File: src/rtl/vga_sync_monitor.sv
// rtl/vga_sync_monitor.sv - rebuilds VGA h/v counters from sync edges, checks geometry, tracks lock
// Define VGA_SYNC_MON_ERRCNT_EN to build the saturating errCount register; otherwise errCount is 0.
module vga_sync_monitor #(
  parameter int H_TOTAL     = 800,
  parameter int H_SYNC      = 96,
  parameter int V_TOTAL     = 525,
  parameter int V_SYNC      = 2,
  parameter int LOCK_FRAMES = 2,
  parameter bit SYNC_POL    = 1'b0
) (
  input  logic       Clk,
  input  logic       Reset,
  input  logic       pixEn,
  input  logic       hSync,
  input  logic       vSync,
  output logic [9:0] hCount,
  output logic [9:0] vCount,
  output logic       lineStart,
  output logic       frameStart,
  output logic       locked,
  output logic       hErr,
  output logic       vErr,
  output logic [7:0] errCount
);

  localparam logic [10:0] H_TOT     = 11'(H_TOTAL);
  localparam logic [10:0] H_PER_MAX = 11'(2 * H_TOTAL);
  localparam logic [10:0] H_SYN     = 11'(H_SYNC);
  localparam logic [9:0]  H_LAST    = 10'(H_TOTAL - 1);
  localparam logic [10:0] V_TOT     = 11'(V_TOTAL);
  localparam logic [10:0] V_SYN     = 11'(V_SYNC);
  localparam logic [9:0]  V_LAST    = 10'(V_TOTAL - 1);
  localparam logic [3:0]  LOCK_N    = 4'(LOCK_FRAMES);
  localparam logic [10:0] SAT11     = 11'h7FF;

  typedef enum logic [1:0] {SEARCH, ACQUIRE, LOCKED} state_t;

  state_t      state;
  logic        hs_q, vs_q, smp_ok, h_prim, v_prim, skip_frame;
  logic [10:0] h_per, h_wid, v_lines, v_wid;
  logic [3:0]  good;

  logic hs_act, vs_act, hs_q_act, vs_q_act;
  logic hs_lead, hs_trail, vs_lead, vs_trail;
  logic h_tmo, h_fail, v_fail, any_err;

  always_comb begin
    hs_act   = (hSync == SYNC_POL);
    vs_act   = (vSync == SYNC_POL);
    hs_q_act = (hs_q == SYNC_POL);
    vs_q_act = (vs_q == SYNC_POL);
    hs_lead  = pixEn &&  hs_act && !hs_q_act;
    hs_trail = pixEn && !hs_act &&  hs_q_act;
    vs_lead  = pixEn &&  vs_act && !vs_q_act;
    vs_trail = pixEn && !vs_act &&  vs_q_act;
    h_tmo    = pixEn && !hs_lead && (h_per == H_PER_MAX - 11'd1);
    h_fail   = (hs_lead  && h_prim && (h_per + 11'd1 != H_TOT)) ||
               (hs_trail && h_prim && (h_wid != H_SYN)) || h_tmo;
    v_fail   = (vs_lead  && v_prim && (v_lines != V_TOT)) ||
               (vs_trail && v_prim && (v_wid != V_SYN));
    any_err  = h_fail || v_fail;
  end

  always_ff @(posedge Clk or posedge Reset) begin
    if (Reset) begin
      hs_q       <= ~SYNC_POL;
      vs_q       <= ~SYNC_POL;
      smp_ok     <= 1'b0;
      h_prim     <= 1'b0;
      v_prim     <= 1'b0;
      skip_frame <= 1'b0;
      h_per      <= '0;
      h_wid      <= '0;
      v_lines    <= '0;
      v_wid      <= '0;
      good       <= '0;
      state      <= SEARCH;
      hCount     <= '0;
      vCount     <= '0;
      lineStart  <= 1'b0;
      frameStart <= 1'b0;
      locked     <= 1'b0;
      hErr       <= 1'b0;
      vErr       <= 1'b0;
    end else begin
      lineStart  <= hs_lead;
      frameStart <= vs_lead;
      hErr       <= h_fail;
      vErr       <= v_fail;
      if (pixEn) begin
        hs_q   <= hSync;
        vs_q   <= vSync;
        smp_ok <= 1'b1;
      end

      if (hs_lead) begin
        h_per  <= '0;
        h_wid  <= 11'd1;
        hCount <= '0;
      end else if (pixEn) begin
        if (h_per != H_PER_MAX) h_per <= h_per + 11'd1;
        if (hs_act && hs_q_act && h_wid != SAT11) h_wid <= h_wid + 11'd1;
        if (hCount != H_LAST) hCount <= hCount + 10'd1;
      end

      // An hsync edge coincident with the vsync edge opens the new frame.
      if (vs_lead) begin
        v_lines <= {10'd0, hs_lead};
        v_wid   <= {10'd0, hs_lead};
        vCount  <= '0;
      end else if (hs_lead) begin
        if (v_lines != SAT11) v_lines <= v_lines + 11'd1;
        if (vs_act && vs_q_act && v_wid != SAT11) v_wid <= v_wid + 11'd1;
        if (vCount != V_LAST) vCount <= vCount + 10'd1;
      end

      // Edges seen on the very first strobe after reset only reflect the reset level of hs_q/vs_q.
      if (hs_lead && smp_ok) h_prim <= 1'b1;
      if (vs_lead && smp_ok) v_prim <= 1'b1;

      case (state)
        SEARCH: begin
          locked <= 1'b0;
          if (vs_lead && smp_ok) begin
            state      <= ACQUIRE;
            good       <= '0;
            skip_frame <= 1'b0;
          end
        end
        ACQUIRE: begin
          if (any_err) begin
            state  <= SEARCH;
            locked <= 1'b0;
            h_prim <= 1'b0;
            v_prim <= 1'b0;
          end else if (vs_lead) begin
            if (skip_frame) begin
              skip_frame <= 1'b0;
              locked     <= 1'b0;
            end else begin
              good   <= good + 4'd1;
              locked <= (good + 4'd1 == LOCK_N);
              if (good + 4'd1 == LOCK_N) state <= LOCKED;
            end
          end else begin
            locked <= 1'b0;
          end
        end
        LOCKED: begin
          locked <= !any_err;
          if (any_err) begin
            // A mid-frame failure leaves a partial frame that must not count as clean.
            state      <= ACQUIRE;
            good       <= '0;
            skip_frame <= !vs_lead;
          end
        end
        default: begin
          state  <= SEARCH;
          locked <= 1'b0;
        end
      endcase
    end
  end

`ifdef VGA_SYNC_MON_ERRCNT_EN
  logic [7:0] err_cnt;

  always_ff @(posedge Clk or posedge Reset) begin
    if (Reset) begin
      err_cnt <= '0;
    end else if (any_err && state != SEARCH && err_cnt != 8'hFF) begin
      err_cnt <= err_cnt + 8'd1;
    end
  end

  assign errCount = err_cnt;
`else
  assign errCount = 8'd0;
`endif

endmodule

File: config.mk
export PLATFORM = sky130hd
export DESIGN_NAME = vga_sync_monitor
export DESIGN_NICKNAME = d
export VERILOG_FILES = /design/src/rtl/vga_sync_monitor.sv
export SDC_FILE = /design/constraint.sdc
export NUM_CORES = 1
export LEC_CHECK = 0
export ABC_AREA = 1
export BUFFER_PORTS_ARGS = -buffer_cell sky130_fd_sc_hd__buf_2
export CAP_MARGIN = 20
export CORE_MARGIN = 3
export CORE_UTILIZATION = 54
export CTS_CLUSTER_SIZE = 30
export DETAILED_ROUTE_END_ITERATION = 10
export GPL_TIMING_DRIVEN = 0
export HOLD_SLACK_MARGIN = 0.03
export PLACE_DENSITY = 0.76
export REMOVE_ABC_BUFFERS = 1
export SLEW_MARGIN = 20
export SYNTH_ARGS = -nofsm -noshare
export SYNTH_HDL_FRONTEND = slang
export SYNTH_SLANG_ARGS = --single-unit
export TNS_END_PERCENT = 1
File: constraint.sdc
create_clock -name Clk -period 2.7 [get_ports Clk]
set_input_delay 0.675 -clock Clk [delete_from_list [all_inputs] [get_ports Clk]]
set_output_delay 0.675 -clock Clk [all_outputs]
set_load 0.005 [all_outputs]
==> metrics.md, run 1 <==
| Metric | Value |
|---|---|
| Reg2Reg Depth | `7` |
| Endpoint required time on the critical path | `2940 ps` |
| Power density relative to cell area | `636 nW/µm²` |
| Kind of critical path | `register to register` |
| Worst-path cell chain | `inv_1 > nor3_4 > inv_2 > a221oi_2 > nand4_1 > nand2_1 > nand2_1` |
| GRT Max-Usage Layer | `met2` |
| Number of iterations in the first detailed-routing pass | `4` |
| Routed via count divided by cell count | `5.44` |
| H-tree levels | `3` |
| Count of flip-flops with a built-in enable after synthesis | `0` |
| Final number of max-transition violations | `0` |
| Post-CTS repair timing setup buffer count | `0` |
| Yosys cell types | `50` |
| Area Growth Syn to Fin | `9.57%` |
| Crit-path max FO | `20` |
| Power, Total | `3.24 mW` |
| Clock-pin slew reported for the worst setup and hold paths after clock tree synthesis | `80 ps` |
| Final clock period utilization by the worst path | `0.895` |
| Number of DRC violations after detailed routing | `0` |
| Pleak | `2.44 nW` |
| Die width | `98.8 µm` |
| Wire length after detailed routing | `9640 µm` |
| Die outline area | `9770 µm²` |
| Post-layout minimum cycle time | `2420 ps` |
| Cell types with the highest counts after synthesis | `96 x nand2_1, 82 x inv_1, 79 x dfrtp_1, 53 x nand3_1, 50 x nor2_1` |
| Core area | `8300 µm²` |
| Switching Share | `0.336` |
| Top-level port count | `38` |
| Share of the synthesized area in the top cell type | `0.425` |
| Number of synthesized register bits | `81` |
| Overall via count from detail_route | `3914` |
| Clock Power Share | `0.278` |
| Count of standard-cell rows | `33` |
| Combinational power share | `0.251` |
| Grt met2 use | `0.346` |
| Gp weighted congestion | `0.878` |
| Most area-consuming cells after synthesis | `dfrtp_1 42%, nand2_1 7.7%, inv_1 6.6%, nand3_1 5.7%, ha_1 4.6%` |
| Cell type of the slowest stage on the worst timing path | `dfstp_2` |
| Number of global-route vias before repair | `3871` |
| Post-synthesis area per instance | `8.04 µm²` |
| Layout Nets | `633` |
| HPWL reported at the end of detailed placement | `6860 µm` |
| Relative slew slack | `0.490` |
| Fraction of final layout cells with drive strength greater than 1 | `0.135` |
| Worst Path Arrival | `2650 ps` |
| Category of the worst setup path capture point | `register` |
| Die Ht | `98.8 µm` |
| Overall fraction of global-route tracks in use | `0.206` |
| Most used flip-flop cell after synthesis | `dfrtp_1` |
| Number of cells produced by synthesis | `579` |
| Post-Layout Inst Area | `5100 µm²` |
| Setup clock skew after layout | `8.60 ps` |
| Result of the run | `finished clean` |
| Antenna violations before repair | `0` |
| Portion of total power attributed to sequential cells | `0.472` |
| Antenna-violating nets left | `0` |
| Unrepaired setup endpoints after global routing | `no` |
| Share of the core filled with cells in the final layout | `0.614` |
| Count of final hold-check violations | `0` |
| Launch point of the worst reg-to-reg path | `vs_q$_DFFE_PP1P_` |
| Max-cap violation count | `0` |
| Critical Path Start Type | `register` |
| Final setup violation count | `0` |
| Number of buffers inserted during clock tree synthesis | `9` |
| Worst R2R End | `good[0]$_DFFE_PP0P_` |
| Seq/Total Area, Yosys | `0.436` |
| Post-synthesis instance area | `4650 µm²` |
| Switching power of the nets | `1.09 mW` |
| Placed Instance Area | `4890 µm²` |
| Buffers from clock root to sink, at most | `2` |
| Post-route setup slack | `282 ps` |
| Non-Filler Instances | `720` |
| Library cell used as clock root buffer | `clkbuf_8` |
| Cts repair resizes | `0` |
| Cell Count Post-Placement | `704` |
| Total gr overflow | `0` |
| Most common cell in the netlist | `nand2_1` |
| Post-DR wirelength/cell | `13.4 µm` |
| Global-route wire length before repair | `16700 µm` |
| Worst slack at placement | `-380 ps` |
| Effective utilization at floorplan | `0.561` |
| Insertion delay to the later sink of the worst-skew pair | `350 ps` |
| Highest cell delay on the worst timing path | `550 ps` |
| Total of warnings raised by yosys | `0` |
| Worst hold-check path type | `primary input to asynchronous set/reset pin` |
| Clock tree from TritonCTS | `built` |
| Antenna diode instance count | `0` |
| Pin count of the biggest net entering global routing | `48` |
| Max VDD drop | `0.000280 V` |
| Top cell by count, worst path | `nand2_1` |
| Post-synth top area cell | `dfrtp_1` |
| Input/output buffers | `29` |
| Minimum setup slack among reg-to-reg paths | `280 ps` |
| Fmax | `414 MHz` |
| Total internal power | `2.15 mW` |
| Initial DRC Count | `158` |
| GR Layer Usage met3 | `0.0290` |
| Async SR Flop Fraction | `1.00` |
| Grt met1 use | `0.266` |
| Clock sink total | `81` |
| CTS Hold Bufs | `0` |
| Slew @ Worst Pin | `761 ps` |
[kinds of logic after synthesis]
kind of cell             count (synthesis)  share of synthesized area
XOR/XNOR                                 7                     0.0132
other                                    1                   0.000806
AO/OA/AOI/OAI                           97                      0.126
adder cells (fa/ha/maj)                 17                     0.0457
buffers and inverters                  106                     0.0936
flip-flops                              81                      0.436
AND/OR/NAND/NOR                        270                      0.284
[worst max-delay path, delay by kind of cell (launching register included)]
family | cells | cell delay (ps)
compound gates | 1 | 390
buf+inv | 2 | 430
flops | 1 | 550
simple gates | 4 | 950
[registers in the layout, indices dropped and copies added, names as in the netlist]
register	flops
v_prim	1
skip_frame	1
vs_q	1
hErr	1
h_per	11
locked	1
vErr	1
v_lines	11
frameStart	1
v_wid	11
h_wid	11
state	2
hs_q	1
vCount	10
lineStart	1
hCount	10
h_prim	1
smp_ok	1
good	4
[metal layers]
metal  up-vias  part of all wire  routed length, µm
met1      1862              0.46               4420
met4         0             0.016                151
met3        14             0.036                351
li1       1969                 -                  -
met5         -                 0                  0
met2        69              0.49               4720
[worst max path at each step]
stage | start | to | slack, ps
after floorplan | Reset | frameStart$_DFF_PP0_ | -50
after global placement | Reset | hCount[0]$_DFFE_PP0P_ | -1040
after detailed placement | pixEn | good[3]$_DFFE_PP0P_ | -380
after CTS | pixEn | good[0]$_DFFE_PP0P_ | 10
after global routing | vs_q$_DFFE_PP1P_ | good[1]$_DFFE_PP0P_ | 70
final | vs_q$_DFFE_PP1P_ | good[0]$_DFFE_PP0P_ | 280
[power groups by stage]
stage / registers (mW) / clock network (mW) / logic, mW
global route: 1.56 / 0.966 / 0.931
detailed placement: 1.55 / 0 / 0.815
finish: 1.53 / 0.901 / 0.813
floorplan: 1.52 / 0 / 0.619
CTS: 1.53 / 0.919 / 0.817
global placement: 1.54 / 0 / 0.778
[metrics by stage]
step | hold WS [ps] | TNS (ps)
6_report | 350 | 0
5_1_grt | 367 | 0
4_1_cts | 353 | 0
3_5_place_dp | 481 | -4220
3_3_place_gp | 481 | -85380
2_1_floorplan | 461 | -4090
[cells in the final DEF, fill, tap and decap left out, drive strengths merged, types with 4 or more instances in the layout]
cell    instances
nor4            4
o21ai          37
inv            88
nand2         103
clkbuf         13
nand4          15
xor2            5
nor3           25
ha             17
a21oi          33
nor3b           4
conb            8
buf            30
o22ai           5
o21a            7
nand3          55
nor2           60
dfrtp          79
[final cells by class]
type / instances / area (µm²)
fillers: 716 / 3200
multi-input cells: 400 / 2230
flip-flops and latches: 81 / 2030
inverters: 89 / 339
repair buffers: 30 / 173
clock buffers: 13 / 159
well taps: 105 / 131
clock inverters: 2 / 37.5
(Power assumes the default switching activity.)
==> run 2: changes to the inputs <==
--- a/config.mk
+++ b/config.mk
@@ -5,7 +5,7 @@
 export SDC_FILE = /design/constraint.sdc
 export NUM_CORES = 1
 export LEC_CHECK = 0
-export ABC_AREA = 1
+export ABC_AREA = 0
 export BUFFER_PORTS_ARGS = -buffer_cell sky130_fd_sc_hd__buf_2
 export CAP_MARGIN = 20
 export CORE_MARGIN = 3
==> run 2 against run 1 <==
Sequential cell count unchanged. Global-route usage shrank 0.097 points. Non-clock buffer count increased by 7. Count of clock-buffer cells in the layout shrank 2. Synthesized area fell by 6.4%. Synthesized cell count shrank 20%. Via count down 13%. Total power rose by 5.1%. Setup slack worse by 240 ps. Final area down 4.0%. Combinational power grew 9.7%. Critical path depth is the same. Largest power group unchanged. Highest routed layer unchanged.
==> metrics.md, run 2 <==
| Metric | Value |
|---|---|
| Post-synthesis instance area | `4350 µm² (-6.4%)` |
| Clock sink total | `81 (unchanged)` |
| Kind of critical path | `register to register` |
| Buffers from clock root to sink, at most | `2 (unchanged)` |
| H-tree levels | `3 (unchanged)` |
| Most used flip-flop cell after synthesis | `dfrtp_1` |
| Setup tns final | `0 ps (unchanged)` |
| Die width | `95.8 µm (-3.1%)` |
| Number of DRC violations after detailed routing | `0 (unchanged)` |
| Switching power of the nets | `1.16 mW (+6.9%)` |
| Switching Share | `0.342 (+0.00553)` |
| Number of synthesized register bits | `81 (unchanged)` |
| Unrepaired setup endpoints after global routing | `yes` |
| Final number of max-transition violations | `0 (unchanged)` |
| Post-synth top area cell | `dfrtp_1` |
| Count of standard-cell rows | `32 (-3.0%)` |
| Initial DRC Count | `118 (-25%)` |
| Fraction of final layout cells with drive strength greater than 1 | `0.148 (+0.0133)` |
| Async SR Flop Fraction | `1.00 (unchanged)` |
| Post-layout minimum cycle time | `2650 ps (+236 ps)` |
| Die outline area | `9180 µm² (-6.0%)` |
| Gp weighted congestion | `0.810 (-7.7%)` |
| Minimum setup slack among reg-to-reg paths | `50 ps (-240 ps)` |
| Routed length on met1 | `4040 µm (-8.5%)` |
| Highest-count cells in the layout ignoring fill and taps | `79 x nor2_1, 72 x dfrtp_1, 39 x nand2_1` |
| Antenna-violating nets left | `0 (unchanged)` |
| Number of global-route vias before repair | `3240 (-16%)` |
| Reg2Reg Depth | `7 (unchanged)` |
| Max VDD drop | `0.000451 V (+61%)` |
| Input/output buffers | `29 (unchanged)` |
| Global-route wire length before repair | `14800 µm (-11%)` |
| Layout Nets | `523 (-17%)` |
| Yosys cell types | `56 (+12%)` |
| Top-level port count | `38 (unchanged)` |
| HPWL reported at the end of detailed placement | `5880 µm (-14%)` |
| Worst Path Arrival | `2890 ps (+240 ps)` |
| Max-cap violation count | `0 (unchanged)` |
| Total gr overflow | `0 (unchanged)` |
| Die Ht | `95.8 µm (-3.1%)` |
| Highest cell delay on the worst timing path | `530 ps (-20 ps)` |
| Share of the synthesized area in the top cell type | `0.454 (+0.0292)` |
| Overall fraction of global-route tracks in use | `0.205 (-0.000966)` |
| Power, Total | `3.41 mW (+5.1%)` |
| Portion of total power attributed to sequential cells | `0.488 (+0.016)` |
| Pleak | `2.25 nW (-7.9%)` |
| Antenna diode instance count | `0 (unchanged)` |
| Most area-consuming cells after synthesis | `dfrtp_1 45%, nor2_1 6.8%, xor2_1 5.8%, ha_1 4.9%, xnor2_1 4.2%` |
| Cell type of the slowest stage on the worst timing path | `or4_4` |
| Cell types with the highest counts after synthesis | `79 x dfrtp_1, 79 x nor2_1, 39 x nand2_1, 29 x xor2_1, 22 x inv_1` |
| Worst R2R End | `good[0]$_DFFE_PP0P_` |
| Area Growth Syn to Fin | `12.4%` |
| Filler Cell Count | `644 (-10%)` |
| Post-DR wirelength/cell | `14.5 µm (+8.6%)` |
| Dominant delay contributor by cell family on the critical path | `compound AO/OA/AOI/OAI gates` |
| Launch point of the worst reg-to-reg path | `h_per[5]$_DFFE_PP0P_` |
| Combinational power share | `0.262 (+0.011)` |
| Effective utilization at floorplan | `0.561 (about the same)` |
| Met3 layer wire length in the routed design | `315 µm (-10%)` |
| Worst hold-check path type | `primary input to asynchronous set/reset pin` |
| Highest Signal Layer | `met4` |
| Power density relative to cell area | `697 nW/µm² (+9.5%)` |
| Core area | `7770 µm² (-6.4%)` |
| Clock-pin slew reported for the worst setup and hold paths after clock tree synthesis | `80 ps (about the same)` |
| Placed Instance Area | `4580 µm² (-6.3%)` |
| Count of flip-flops with a built-in enable after synthesis | `0 (unchanged)` |
| Library cell used as clock root buffer | `clkbuf_8` |
| Wire length after detailed routing | `8840 µm (-8.3%)` |
| Overall via count from detail_route | `3408 (-13%)` |
| Count of final hold-check violations | `0 (unchanged)` |
| Category of the worst setup path capture point | `register` |
| Worst-path cell chain | `nand4_2 > or4_4 > a221oi_2 > o211ai_4 > o31a_1 > nor2_2 > mux2_4` |
| Slew @ Worst Pin | `701 ps (-60.1 ps)` |
| Total of warnings raised by yosys | `0 (unchanged)` |
| Critical Path Start Type | `register` |
| Number of buffer and inverter stages on the critical path | `0 (-2)` |
| Pin count of the biggest net entering global routing | `49 (+2.1%)` |
| Post-route worst hold slack | `340 ps (-9.76 ps)` |
| Routed wire length on met2 | `4360 µm (-7.5%)` |
| Relative slew slack | `0.527 (+0.0367)` |
| Antenna violations before repair | `0 (unchanged)` |
| Final setup violation count | `0 (unchanged)` |
| Number of cells produced by synthesis | `464 (-20%)` |
| Final clock period utilization by the worst path | `0.983 (+0.0875)` |
| Number of buffers inserted during clock tree synthesis | `9 (unchanged)` |
| Crit-path max FO | `7 (-65%)` |
| Post-synthesis area per instance | `9.38 µm² (+17%)` |
| Clock tree from TritonCTS | `built` |
| Result of the run | `finished clean` |
| Clock Power Share | `0.250 (-0.028)` |
| Number of iterations in the first detailed-routing pass | `4 (unchanged)` |
| Seq/Total Area, Yosys | `0.466 (+0.0300)` |
| Endpoint required time on the critical path | `2930 ps (about the same)` |
| Insertion delay to the later sink of the worst-skew pair | `350 ps (about the same)` |
| CTS Hold Bufs | `0 (unchanged)` |
| Post-Layout Inst Area | `4890 µm² (-4.0%)` |
| Setup clock skew after layout | `7.57 ps (-1.03 ps)` |
| Most common cell after layout, fill and taps aside | `nor2_1` |
| Total internal power | `2.24 mW (+4.3%)` |
| Routed via count divided by cell count | `5.61 (+3.1%)` |
| Fmax | `377 MHz (-8.9%)` |
==> run 2: cell types whose count changed after synthesis, sizes merged, moves of 16 or more <==
cell   before  now
nor3       24    7
xor2        5   29
nand3      55   19
o21ai      37   18
a21oi      33   17
nand2     103   39
nor2       60   80
inv        88   22
xnor2       2   21
==> run 2: cell type report <==
class / count / area [µm²] / area share
Inverter: 22 / 115 / 0.0235
Tap cell: 102 / 128 / 0.0261
Multi-Input combinational cell: 349 / 2190 / 0.447
Sequential cell: 81 / 2040 / 0.417
Clock buffer: 11 / 131 / 0.0268
Clock inverter: 5 / 56.3 / 0.0115
Timing Repair Buffer: 37 / 228 / 0.0465
Timing Repair inverter: 1 / 8.76 / 0.00179
==> run 2: worst max-delay path by stage <==
stage	from	to	slack (ps)	cells after the start
6_report	h_per[5]$_DFFE_PP0P_	good[0]$_DFFE_PP0P_	50	7
5_1_grt	v_lines[1]$_DFFE_PP0P_	good[0]$_DFFE_PP0P_	-40	9
2_1_floorplan	hSync	good[0]$_DFFE_PP0P_	-290	8
3_5_place_dp	pixEn	good[0]$_DFFE_PP0P_	-810	9
3_3_place_gp	pixEn	good[0]$_DFFE_PP0P_	-1250	9
4_1_cts	h_per[5]$_DFFE_PP0P_	good[0]$_DFFE_PP0P_	1	7
==> run 2: cell families after synthesis <==
family | share of synthesized area
and+or+nand+nor | 0.239
xor gates and xnor gates | 0.101
other | 0.000861
DFF | 0.466
buffers and inverters | 0.0425
AOI/OAI and AO/OA | 0.0899
adders and majority gates | 0.0488
muxes | 0.0124
==> run 2: per-stage QoR <==
step           std cells  utilization  setup WS (ps)
3_5_place_dp         584        0.590           -813
2_1_floorplan        452            -           -293
4_1_cts              605        0.623           1.47
3_3_place_gp         583        0.586          -1250
5_1_grt              608        0.630          -42.0
6_report             608        0.630           46.2
==> run 2: layer usage <==
layer | up-vias | track usage
met3 | 12 | 0.0399
met5 | - | 0
met1 | 1673 | 0.267
met2 | 55 | 0.344
li1 | 1668 | -
met4 | 0 | 0.0675
==> run 2: what timing repair did <==
action | in CTS | in global routing
pin swaps | 6 | 6
cloned | 0 | 1
setup buffers | 5 | 2
endpoints found under the setup margin | 7 | 7
resized for setup | 7 | 10
==> run 2: power groups by stage <==
stage	clock, mW	sequential, mW	combinational (mW)
floorplan	0	1.63	0.595
detailed placement	0	1.69	0.800
finish	0.853	1.66	0.892
global route	0.937	1.70	1.02
CTS	0.876	1.65	0.861
global placement	0	1.67	0.759
